### src/rtl/lb2apb_pkg.sv
// Shared types for the Local Bus to APB bridge: FSM state encoding and
// the APB transfer-direction values.
package lb2apb_pkg;

  typedef enum logic [1:0] {
    ST_IDLE   = 2'd0,
    ST_SETUP  = 2'd1,
    ST_ACCESS = 2'd2,
    ST_RESP   = 2'd3
  } state_t;

  localparam logic DIR_READ  = 1'b0;
  localparam logic DIR_WRITE = 1'b1;

endpackage : lb2apb_pkg

### src/rtl/lb2apb_bridge_if.sv
// Bus bundles for the bridge: the Local Bus request/response side and the
// APB side, each with master/slave modports.
interface lb_bus_if #(
  parameter int ADDR_W = 8,
  parameter int DATA_W = 8,
  parameter int STRB_W = DATA_W / 8
);
  logic              wen;
  logic [ADDR_W-1:0] waddr;
  logic [DATA_W-1:0] wdata;
  logic [STRB_W-1:0] wstrb;
  logic              wready;
  logic              ren;
  logic [ADDR_W-1:0] raddr;
  logic [DATA_W-1:0] rdata;
  logic              rvalid;
  logic              err;
  logic              err_timeout;

  modport master (
    output wen, waddr, wdata, wstrb, ren, raddr,
    input  wready, rdata, rvalid, err, err_timeout
  );

  modport slave (
    input  wen, waddr, wdata, wstrb, ren, raddr,
    output wready, rdata, rvalid, err, err_timeout
  );
endinterface : lb_bus_if

interface apb_bus_if #(
  parameter int ADDR_W = 8,
  parameter int DATA_W = 8,
  parameter int STRB_W = DATA_W / 8
);
  logic              psel;
  logic              penable;
  logic              pwrite;
  logic [ADDR_W-1:0] paddr;
  logic [DATA_W-1:0] pwdata;
  logic [STRB_W-1:0] pstrb;
  logic              pready;
  logic [DATA_W-1:0] prdata;
  logic              pslverr;

  modport master (
    output psel, penable, pwrite, paddr, pwdata, pstrb,
    input  pready, prdata, pslverr
  );

  modport slave (
    input  psel, penable, pwrite, paddr, pwdata, pstrb,
    output pready, prdata, pslverr
  );
endinterface : apb_bus_if

### src/rtl/lb2apb_bridge.sv
// Local Bus to APB master bridge: one APB transfer per Local Bus request,
// write priority, fully registered outputs, optional ACCESS-phase timeout.
module lb2apb_bridge
  import lb2apb_pkg::*;
#(
  parameter int                ADDR_W    = 8,
  parameter int                DATA_W    = 8,
  parameter int                STRB_W    = DATA_W / 8,
  parameter int                TIMEOUT   = 255,
  parameter logic [DATA_W-1:0] ERR_RDATA = {DATA_W{1'b1}}
) (
  input  logic      clk,
  input  logic      rst,
  lb_bus_if.slave   lb,
  apb_bus_if.master apb
);

  localparam int CNT_W = (TIMEOUT > 0) ? $clog2(TIMEOUT + 1) : 1;
  localparam logic [CNT_W-1:0] CNT_LAST = CNT_W'((TIMEOUT > 0) ? TIMEOUT - 1 : 0);
  localparam logic [CNT_W-1:0] CNT_MAX  = '1;

  state_t            r_state,   w_state_nx;
  logic [CNT_W-1:0]  r_cnt,     w_cnt_nx;
  logic              r_psel,    w_psel_nx;
  logic              r_penable, w_penable_nx;
  logic              r_pwrite,  w_pwrite_nx;
  logic [ADDR_W-1:0] r_paddr,   w_paddr_nx;
  logic [DATA_W-1:0] r_pwdata,  w_pwdata_nx;
  logic [STRB_W-1:0] r_pstrb,   w_pstrb_nx;
  logic              r_wready,  w_wready_nx;
  logic              r_rvalid,  w_rvalid_nx;
  logic [DATA_W-1:0] r_rdata,   w_rdata_nx;
  logic              r_err,     w_err_nx;
  logic              r_err_to,  w_err_to_nx;

  // NOTE: every signal gets a default before the case so no path leaves it
  // unassigned; otherwise synthesis infers a latch.
  always_comb begin
    w_state_nx   = r_state;
    w_cnt_nx     = r_cnt;
    w_psel_nx    = r_psel;
    w_penable_nx = r_penable;
    w_pwrite_nx  = r_pwrite;
    w_paddr_nx   = r_paddr;
    w_pwdata_nx  = r_pwdata;
    w_pstrb_nx   = r_pstrb;
    w_rdata_nx   = r_rdata;
    w_wready_nx  = 1'b0;
    w_rvalid_nx  = 1'b0;
    w_err_nx     = 1'b0;
    w_err_to_nx  = 1'b0;

    unique case (r_state)
      ST_IDLE: begin
        if (lb.wen) begin
          w_paddr_nx  = lb.waddr;
          w_pwdata_nx = lb.wdata;
          w_pstrb_nx  = lb.wstrb;
          w_pwrite_nx = DIR_WRITE;
          w_psel_nx   = 1'b1;
          w_cnt_nx    = '0;
          w_state_nx  = ST_SETUP;
        end else if (lb.ren) begin
          w_paddr_nx  = lb.raddr;
          w_pstrb_nx  = '0;
          w_pwrite_nx = DIR_READ;
          w_psel_nx   = 1'b1;
          w_cnt_nx    = '0;
          w_state_nx  = ST_SETUP;
        end
      end

      ST_SETUP: begin
        w_penable_nx = 1'b1;
        w_state_nx   = ST_ACCESS;
      end

      ST_ACCESS: begin
        if (apb.pready) begin
          w_psel_nx    = 1'b0;
          w_penable_nx = 1'b0;
          w_wready_nx  = (r_pwrite == DIR_WRITE);
          w_rvalid_nx  = (r_pwrite == DIR_READ);
          w_err_nx     = apb.pslverr;
          if (r_pwrite == DIR_READ) w_rdata_nx = apb.prdata;
          w_state_nx   = ST_RESP;
        end else if (TIMEOUT != 0 && r_cnt == CNT_LAST) begin
          // This is the TIMEOUT-th ACCESS cycle without pready: give up.
          w_psel_nx    = 1'b0;
          w_penable_nx = 1'b0;
          w_wready_nx  = (r_pwrite == DIR_WRITE);
          w_rvalid_nx  = (r_pwrite == DIR_READ);
          w_err_nx     = 1'b1;
          w_err_to_nx  = 1'b1;
          if (r_pwrite == DIR_READ) w_rdata_nx = ERR_RDATA;
          w_state_nx   = ST_RESP;
        end else if (r_cnt != CNT_MAX) begin
          w_cnt_nx = r_cnt + CNT_W'(1);
        end
      end

      ST_RESP: w_state_nx = ST_IDLE;

      default: w_state_nx = ST_IDLE;
    endcase
  end

  // NOTE: state is updated with non-blocking assignments so every register
  // samples the pre-edge values, independent of statement order.
  always_ff @(posedge clk or posedge rst) begin
    if (rst) begin
      r_state   <= ST_IDLE;
      r_cnt     <= '0;
      r_psel    <= 1'b0;
      r_penable <= 1'b0;
      r_pwrite  <= 1'b0;
      r_paddr   <= '0;
      r_pwdata  <= '0;
      r_pstrb   <= '0;
      r_wready  <= 1'b0;
      r_rvalid  <= 1'b0;
      r_rdata   <= '0;
      r_err     <= 1'b0;
      r_err_to  <= 1'b0;
    end else begin
      r_state   <= w_state_nx;
      r_cnt     <= w_cnt_nx;
      r_psel    <= w_psel_nx;
      r_penable <= w_penable_nx;
      r_pwrite  <= w_pwrite_nx;
      r_paddr   <= w_paddr_nx;
      r_pwdata  <= w_pwdata_nx;
      r_pstrb   <= w_pstrb_nx;
      r_wready  <= w_wready_nx;
      r_rvalid  <= w_rvalid_nx;
      r_rdata   <= w_rdata_nx;
      r_err     <= w_err_nx;
      r_err_to  <= w_err_to_nx;
    end
  end

  assign apb.psel       = r_psel;
  assign apb.penable    = r_penable;
  assign apb.pwrite     = r_pwrite;
  assign apb.paddr      = r_paddr;
  assign apb.pwdata     = r_pwdata;
  assign apb.pstrb      = r_pstrb;
  assign lb.wready      = r_wready;
  assign lb.rvalid      = r_rvalid;
  assign lb.rdata       = r_rdata;
  assign lb.err         = r_err;
  assign lb.err_timeout = r_err_to;

endmodule : lb2apb_bridge

### src/flat_wrapper.sv
// flat-port wrapper written by rule: the top's interface ports become plain ports
module lb2apb_bridge_flat import lb2apb_pkg::*;
#(
  parameter int                ADDR_W    = 8,
  parameter int                DATA_W    = 8,
  parameter int                STRB_W    = DATA_W / 8,
  parameter int                TIMEOUT   = 255,
  parameter logic [DATA_W-1:0] ERR_RDATA = {DATA_W{1'b1}}
)
  (clk, rst, lb_wen, lb_waddr, lb_wdata, lb_wstrb, lb_ren, lb_raddr, lb_wready, lb_rdata, lb_rvalid, lb_err, lb_err_timeout, apb_psel, apb_penable, apb_pwrite, apb_paddr, apb_pwdata, apb_pstrb, apb_pready, apb_prdata, apb_pslverr);
  lb_bus_if #(.ADDR_W(ADDR_W), .DATA_W(DATA_W), .STRB_W(STRB_W)) lb_i ();
  apb_bus_if #(.ADDR_W(ADDR_W), .DATA_W(DATA_W), .STRB_W(STRB_W)) apb_i ();
  input  logic clk;
  input  logic rst;
  input wire logic [$bits(lb_i.wen)-1:0] lb_wen;
  input wire logic [$bits(lb_i.waddr)-1:0] lb_waddr;
  input wire logic [$bits(lb_i.wdata)-1:0] lb_wdata;
  input wire logic [$bits(lb_i.wstrb)-1:0] lb_wstrb;
  input wire logic [$bits(lb_i.ren)-1:0] lb_ren;
  input wire logic [$bits(lb_i.raddr)-1:0] lb_raddr;
  output wire logic [$bits(lb_i.wready)-1:0] lb_wready;
  output wire logic [$bits(lb_i.rdata)-1:0] lb_rdata;
  output wire logic [$bits(lb_i.rvalid)-1:0] lb_rvalid;
  output wire logic [$bits(lb_i.err)-1:0] lb_err;
  output wire logic [$bits(lb_i.err_timeout)-1:0] lb_err_timeout;
  output wire logic [$bits(apb_i.psel)-1:0] apb_psel;
  output wire logic [$bits(apb_i.penable)-1:0] apb_penable;
  output wire logic [$bits(apb_i.pwrite)-1:0] apb_pwrite;
  output wire logic [$bits(apb_i.paddr)-1:0] apb_paddr;
  output wire logic [$bits(apb_i.pwdata)-1:0] apb_pwdata;
  output wire logic [$bits(apb_i.pstrb)-1:0] apb_pstrb;
  input wire logic [$bits(apb_i.pready)-1:0] apb_pready;
  input wire logic [$bits(apb_i.prdata)-1:0] apb_prdata;
  input wire logic [$bits(apb_i.pslverr)-1:0] apb_pslverr;
  assign lb_i.wen = lb_wen;
  assign lb_i.waddr = lb_waddr;
  assign lb_i.wdata = lb_wdata;
  assign lb_i.wstrb = lb_wstrb;
  assign lb_i.ren = lb_ren;
  assign lb_i.raddr = lb_raddr;
  assign lb_wready = lb_i.wready;
  assign lb_rdata = lb_i.rdata;
  assign lb_rvalid = lb_i.rvalid;
  assign lb_err = lb_i.err;
  assign lb_err_timeout = lb_i.err_timeout;
  assign apb_psel = apb_i.psel;
  assign apb_penable = apb_i.penable;
  assign apb_pwrite = apb_i.pwrite;
  assign apb_paddr = apb_i.paddr;
  assign apb_pwdata = apb_i.pwdata;
  assign apb_pstrb = apb_i.pstrb;
  assign apb_i.pready = apb_pready;
  assign apb_i.prdata = apb_prdata;
  assign apb_i.pslverr = apb_pslverr;
  lb2apb_bridge #(.ADDR_W(ADDR_W), .DATA_W(DATA_W), .STRB_W(STRB_W), .TIMEOUT(TIMEOUT), .ERR_RDATA(ERR_RDATA)) u_core (.clk(clk), .rst(rst), .lb(lb_i), .apb(apb_i));
endmodule
### config.mk
export PLATFORM = sky130hd
export DESIGN_NAME = lb2apb_bridge_flat
export DESIGN_NICKNAME = d
export VERILOG_FILES = /design/src/rtl/lb2apb_pkg.sv /design/src/rtl/lb2apb_bridge_if.sv /design/src/rtl/lb2apb_bridge.sv /design/src/flat_wrapper.sv
export SDC_FILE = /design/constraint.sdc
export NUM_CORES = 1
export LEC_CHECK = 0
export CORE_MARGIN = 3
export CORE_UTILIZATION = 48
export DETAILED_ROUTE_END_ITERATION = 16
export PLACE_DENSITY = 0.83
export REMOVE_ABC_BUFFERS = 1
export SYNTH_ARGS = -nofsm -noshare
export SYNTH_HDL_FRONTEND = slang
export SYNTH_SLANG_ARGS = --single-unit
### constraint.sdc
create_clock -name clk -period 3.1 [get_ports clk]
set_clock_uncertainty 0.15 [all_clocks]
set_input_delay 0.62 -clock clk [delete_from_list [all_inputs] [get_ports clk]]
set_output_delay 0.62 -clock clk [all_outputs]
set_load 0.02 [all_outputs]
==> out/metrics.yaml, run 1 <==
critPathLaunchType: "flip-flop"
overflow: 0
dieArea_um2: 5030
cts_htree_levels: 2
clk_pin_slew_worst_paths_ps: 80
rows: 22
finalNonFillerCells: 308
ys_seq_area_share_pct: 51.9
power_density_nw_per_um2: 899
grt_usage_pct: 19.4
synth-edff-count: 0
min_period_over_period_pct: 72.6
min-delay-start: "u_core.lb.rdata[3]$_DFFE_PP0P_"
die_w_um: 70.9
root_buffer: "clkbuf_8"
vias_per_cell: 5.57
synthCells: 185
max_slew_margin_pct: 47.4
cts_tree: "done"
grt_util_met3_pct: 4.83
critPathRequiredTime_ps: 3170
hold_class: "reg2reg"
worstHoldEndpoint: "u_core.lb.rdata[3]$_DFFE_PP0P_"
placed_cell_area_um2: 2790
cp.arrival_ps: 2320
area_delta_synth_final_pct: 43.5
status: "complete, no violations"
gr-usage-met2_pct: 30.8
p_seq_share_pct: 34.7
whs_path_depth: 1
cp-end-kind: "flip-flop"
pwr-share-comb_pct: 49.0
place.gp.congestion: 0.897
dp_slack_ps: 681
cts_resized: 0
dp_hpwl_um: 3440
drc: 0
fp.coreArea_um2: 3850
yosys.area.top_type_share_pct: 51.9
clock_latency_ps: 290
drt-total-wl_um: 4800
synth.most_common_cell: "dfrtp_1"
antenna_left: 0
num-fill-cells: 279
fin_crit_ps: 2250
portBuffers: 70
fin_area_um2: 2900
cp_max_fo: 15
ios: 71
register_area_um2: 1050
synth_flop_cell: "dfrtp_1"
multi_input_comb_area_um2: 910
grt_pass1_vias: 1663
worstMarginPinSlew_ps: 783
synth-warning-count: 0
p_int_uw: 1630
final.setup.worst_slack_ps: 849
drtPass1Iterations: 4
finalNetCount: 302
rsz0062_at_grt: "no"
syn_area_um2: 2020
drv_slew: 0
grt_max_degree: 20
ir_drop_uv: 575
switchingPower_uw: 976
total_leakage_power_uw: 0.00126
drive_above_1_share_pct: 11.2
drv_cap: 0
clkPwrFrac_pct: 16.3
power.share.switching_pct: 37.4
drt_iter0_markers: 117
wl_per_cell_um: 15.6
grt_pass1_wl_um: 7780
synth_area_leader_cell: "dfrtp_1"
busiest_layer: "met2"
cts_buffers: 5
fmax_ghz: 0.444
r2r-start: "u_core.r_state[0]$_DFFE_PP0P_"
synthTopCellsByArea: "dfrtp_1 52%, nand2_1 6.7%, mux2_2 4.5%, nand3b_1 4.1%, o22a_1 3.9%"
setup_viol: 0
cts_sinks: 42
ys_ff_latch: 42
antenna_found_initial: 0
diodes: 0
grtUsageMet1_pct: 26.0
num_vias: 1717
rr_worst_depth: 7
cts_max_path_buffers: 2
post_cts_buffers: 0
ys_types: 46
initial_core_util_pct: 52.5
placedCellCount: 300
hold_buffers: 0
critPathKind: "reg2reg"
die_y_um: 70.9
reg2reg_slack_ps: 850
ys_top_cells_by_count: "42 x dfrtp_1, 36 x nand2_1, 11 x nand3b_1"
async_flop_share_pct: 100
synth_area_per_cell_um2: 10.9
hold_violations: 0
fin_setup_tns_ps: 0
rr_endpoint: "u_core.r_cnt[3]$_DFFE_PP0P_"
power groups by stage:
stage	Combinational (uW)	Sequential, uW	Clock [uW]
after detailed placement	1280	912	0
after floorplan	474	1120	0
final	1280	905	426
after CTS	1290	907	437
after global routing	1370	935	456
after global placement	1250	901	0
registers in the layout, summed over array words and instances (netlist names):
register and flops:
u_core.apb.paddr 8, u_core.apb.penable 1, u_core.apb.psel 1, u_core.apb.pstrb 1, u_core.apb.pwdata 8, u_core.apb.pwrite 1, u_core.lb.err 1, u_core.lb.err_timeout 1
u_core.lb.rdata 8, u_core.lb.rvalid 1, u_core.lb.wready 1, u_core.r_cnt 8, u_core.r_state 2
critical path, cell delays in order, from the launching register on:
cell,delay [ps]
dfrtp_1,380
inv_1,80
ha_1,200
buf_4,190
or3b_1,360
o21ai_2,190
or4_4,540
o211ai_2,80
placed cells by master, fill, tap and decap left out, drive strengths merged, types with 2 or more instances in the layout:
| master | n |
|---|---|
| mux2 | 8 |
| nor2 | 2 |
| mux2i | 2 |
| a22o | 8 |
| nand3b | 11 |
| nand3 | 3 |
| nand2 | 36 |
| dfrtp | 42 |
| inv | 6 |
| ha | 4 |
| nor3b | 2 |
| o21ai | 7 |
| o22a | 9 |
| o211ai | 3 |
| buf | 6 |
| clkbuf | 6 |
| clkdlybuf4s50 | 70 |
| and2 | 3 |
| or3b | 2 |
| nand4 | 3 |
| o311ai | 2 |
| o221ai | 2 |
| a211o | 2 |
worst max-delay path by stage:
stage | end | cells after the start | from
finish | u_core.r_cnt[3]$_DFFE_PP0P_ | 7 | u_core.r_state[0]$_DFFE_PP0P_
detailed placement | u_core.r_cnt[3]$_DFFE_PP0P_ | 5 | lb_wen
global route | u_core.r_cnt[3]$_DFFE_PP0P_ | 7 | u_core.r_state[0]$_DFFE_PP0P_
CTS | u_core.r_cnt[3]$_DFFE_PP0P_ | 7 | u_core.r_state[0]$_DFFE_PP0P_
global placement | u_core.r_cnt[3]$_DFFE_PP0P_ | 5 | lb_wen
floorplan | u_core.r_cnt[3]$_DFFE_PP0P_ | 6 | u_core.r_cnt[0]$_DFFE_PP0P_
routing by layer:
| layer | share of wire [%] | vias up | wire length [um] |
|---|---|---|---|
| li1 | - | 822 | - |
| met1 | 43 | 812 | 2080 |
| met2 | 48 | 74 | 2320 |
| met3 | 6.8 | 9 | 327 |
| met4 | 1.6 | 0 | 76 |
| met5 | 0 | - | 0 |
logic make-up (layout without fill, tap and decap cells):
family	Yosys count	in the layout	synth area share, %
AND/OR/NAND/NOR	70	70	19.0
AO/OA/AOI/OAI	43	43	18.1
flip-flops	42	42	51.9
buffers and inverters	16	91	3.09
multiplexers	10	10	5.44
adder cells (fa/ha/maj)	4	4	2.47
per-stage QoR:
step | util (%) | hold WS, ps | total power [uW]
floorplan | - | 310 | 1600
global placement | 72.5 | 321 | 2150
detailed placement | 72.5 | 327 | 2190
CTS | 75.3 | 345 | 2630
global route | 75.3 | 372 | 2770
finish | 75.3 | 341 | 2610
final cells by class:
cell class	instances	area share, %
well taps	48	2.07
repair buffers	76	25.7
inverters	7	0.905
clock buffers	6	2.50
multi-input cells	127	31.3
flip-flops and latches	42	36.2
clock inverters	2	1.29
Power figures use the tool's default switching activity.
==> run 2: changes to the inputs <==
Settings changed: CORE_UTILIZATION 48 to 45, PLACE_DENSITY 0.83 to 0.79.
Clock period 3.1 ns to 2.28 ns, I/O delays scaled along.
==> run 2 against run 1 <==
  * Cell area is 1.6% higher
  * Worst hold slack lost 44 ps
  * Sequential power up 35%
  * Register-to-register slack got worse by 730 ps
  * Critical endpoint unchanged
  * Largest cell class unchanged
==> out/metrics.yaml, run 2 (synthesized netlist as in run 1, its figures left out) <==
dieArea_um2: 5340  # was 5030 um^2
clkPwrFrac_pct: 16.6  # was 16.3%
hold_class: "in2async"  # was reg2reg
dp_hpwl_um: 3480  # was 3440 um
reg2reg_slack_ps: 120  # was 850 ps
die_y_um: 73.1  # was 70.9 um
power.share.switching_pct: 36.8  # was 37.4%
ir_drop_uv: 655  # was 575 uV
antenna_left: 0  # unchanged
initial_core_util_pct: 48.5  # was 52.5%
grt_pass1_wl_um: 7930  # was 7780 um
final_common_cell: "clkdlybuf4s50_1"  # unchanged
crit_end: "u_core.r_cnt[3]$_DFFE_PP0P_"  # unchanged
post_cts_buffers: 0  # unchanged
drt-total-wl_um: 4610  # was 4800 um
antenna_found_initial: 0  # unchanged
place.gp.congestion: 0.855  # was 0.897
clk_pin_slew_worst_paths_ps: 80  # about the same
cp-startpoint: "u_core.r_cnt[0]$_DFFE_PP0P_"  # was u_core.r_state[0]$_DFFE_PP0P_
rows: 23  # was 22
final_cell_mix: "70 x clkdlybuf4s50_1, 42 x dfrtp_1, 36 x nand2_1, 11 x nand3b_1"  # was 70 x clkdlybuf4s50_1, 42 x dfrtp_1, 36 x nand2_1, 11 x nand3b_1, 9 x o22a_1
crit_chain: "inv_1 -> ha_1 -> o211a_1 -> a211o_1 -> or4_4 -> o211ai_2"  # was inv_1 -> ha_1 -> buf_4 -> or3b_1 -> o21ai_2 -> or4_4 -> o211ai_2
cts_htree_levels: 2  # unchanged
min_period_over_period_pct: 94.9  # was 72.6%
critPathLaunchType: "flip-flop"  # unchanged
drive_above_1_share_pct: 12.5  # was 11.2%
drv_cap: 0  # unchanged
critPathRequiredTime_ps: 2350  # was 3170 ps
fp.coreArea_um2: 4170  # was 3850 um^2
r2r-start: "u_core.r_cnt[0]$_DFFE_PP0P_"  # was u_core.r_state[0]$_DFFE_PP0P_
max_slew_margin_pct: 52.9  # was 47.4%
rr_endpoint: "u_core.r_cnt[3]$_DFFE_PP0P_"  # unchanged
total_leakage_power_uw: 0.00128  # was 0.00126 uW
drtPass1Iterations: 4  # unchanged
finalNetCount: 306  # was 302
cp-end-kind: "flip-flop"  # unchanged
critPathKind: "reg2reg"  # unchanged
cts_tree: "done"  # unchanged
fin_setup_tns_ps: 0  # unchanged
hold_violations: 0  # unchanged
cts_max_path_buffers: 2  # unchanged
cp_max_fo: 5  # was 15
p_int_uw: 2240  # was 1630 uW
cts_sinks: 42  # unchanged
area_delta_synth_final_pct: 45.7  # was 43.5%
num-fill-cells: 313  # was 279
rr_worst_depth: 6  # was 7
switchingPower_uw: 1300  # was 976 uW
overflow: 0  # unchanged
grt_usage_pct: 18.9  # was 19.4%
num_vias: 1698  # was 1717
vias_per_cell: 5.41  # was 5.57
drv_slew: 0  # unchanged
worstMarginPinSlew_ps: 702  # was 783 ps
diodes: 0  # unchanged
ios: 71  # unchanged
status: "complete, no violations"  # unchanged
setup_viol: 0  # unchanged
die_w_um: 73.1  # was 70.9 um
cts_resized: 0  # unchanged
drc: 0  # unchanged
slowest_delay_ps: 500  # was 540 ps
power_density_nw_per_um2: 1200  # was 899 nW/um^2
critPathSlowestCell: "or4_4"  # unchanged
grt_pass1_vias: 1775  # was 1663
p_seq_share_pct: 34.5  # was 34.7%
grt_max_degree: 29  # was 20
drt_iter0_markers: 104  # was 117
finish.utilization_pct: 70.6  # was 75.3%
rsz0062_at_grt: "no"  # unchanged
fin_crit_ps: 2160  # was 2250 ps
hold_buffers: 0  # unchanged
cp.arrival_ps: 2240  # was 2320 ps
cts_buffers: 5  # unchanged
wl_per_cell_um: 14.7  # was 15.6 um
pwr-share-comb_pct: 48.9  # was 49.0%
fmax_ghz: 0.462  # was 0.444 GHz
root_buffer: "clkbuf_8"  # unchanged
clock_latency_ps: 290  # about the same
portBuffers: 70  # unchanged
## run 2: cell count changes in the layout (fill, tap and decap cells not counted)
cell and delta:
buf_12 +1, buf_4 +3
## run 2: worst min path at each step
| stage | depth (start not counted) | slack (ps) | start | end |
|---|---|---|---|---|
| detailed placement | 1 | 330 | u_core.lb.rdata[7]$_DFFE_PP0P_ | u_core.lb.rdata[7]$_DFFE_PP0P_ |
| global route | 2 | 330 | rst | u_core.lb.rdata[7]$_DFFE_PP0P_ |
| global placement | 1 | 320 | u_core.lb.rdata[7]$_DFFE_PP0P_ | u_core.lb.rdata[7]$_DFFE_PP0P_ |
| floorplan | 1 | 310 | u_core.r_state[0]$_DFFE_PP0P_ | u_core.r_state[0]$_DFFE_PP0P_ |
| CTS | 2 | 310 | rst | u_core.lb.rdata[2]$_DFFE_PP0P_ |
| finish | 2 | 300 | rst | u_core.lb.rdata[2]$_DFFE_PP0P_ |
## run 2: metrics by stage
step	total power (uW)	instances	area (um^2)	worst slack (ps)	hold slack, ps
finish	3540	314	2950	117	297
global route	3780	314	2950	32.9	332
CTS	3590	314	2950	122	306
detailed placement	3000	306	2840	115	326
global placement	2960	306	2840	162	318
floorplan	2170	176	1990	267	310
## run 2: layer usage
layer	vias to the layer above	wire length, um	track usage [%]
met2	57	2270	32.2
met4	0	65	6.97
met1	802	1970	22.8
li1	831	-	-
met3	8	297	5.23
met5	-	0	0
## run 2: layout make-up
type	count	area [um^2]	area share, %
flip-flops and latches	42	1050	35.7
well taps	50	62.6	2.12
clock inverters	2	37.5	1.27
clock buffers	6	72.6	2.46
multi-input cells	127	910	30.9
inverters	7	26.3	0.891
repair buffers	80	788	26.7
## run 2: power by group through the flow
stage | Combinational [uW] | Clock (uW) | Sequential, uW
6_report | 1730 | 587 | 1220
5_1_grt | 1880 | 638 | 1270
4_1_cts | 1760 | 601 | 1220
3_5_place_dp | 1760 | 0 | 1240
3_3_place_gp | 1730 | 0 | 1220
2_1_floorplan | 645 | 0 | 1530
## run 2: critical path, delay by kind of cell (launching register included)
family	cells	cell delay (ps)
AOI/OAI and AO/OA	3	670
and+or+nand+nor	1	500
DFF	1	410
adders and majority gates	1	270
buffers and inverters	1	90
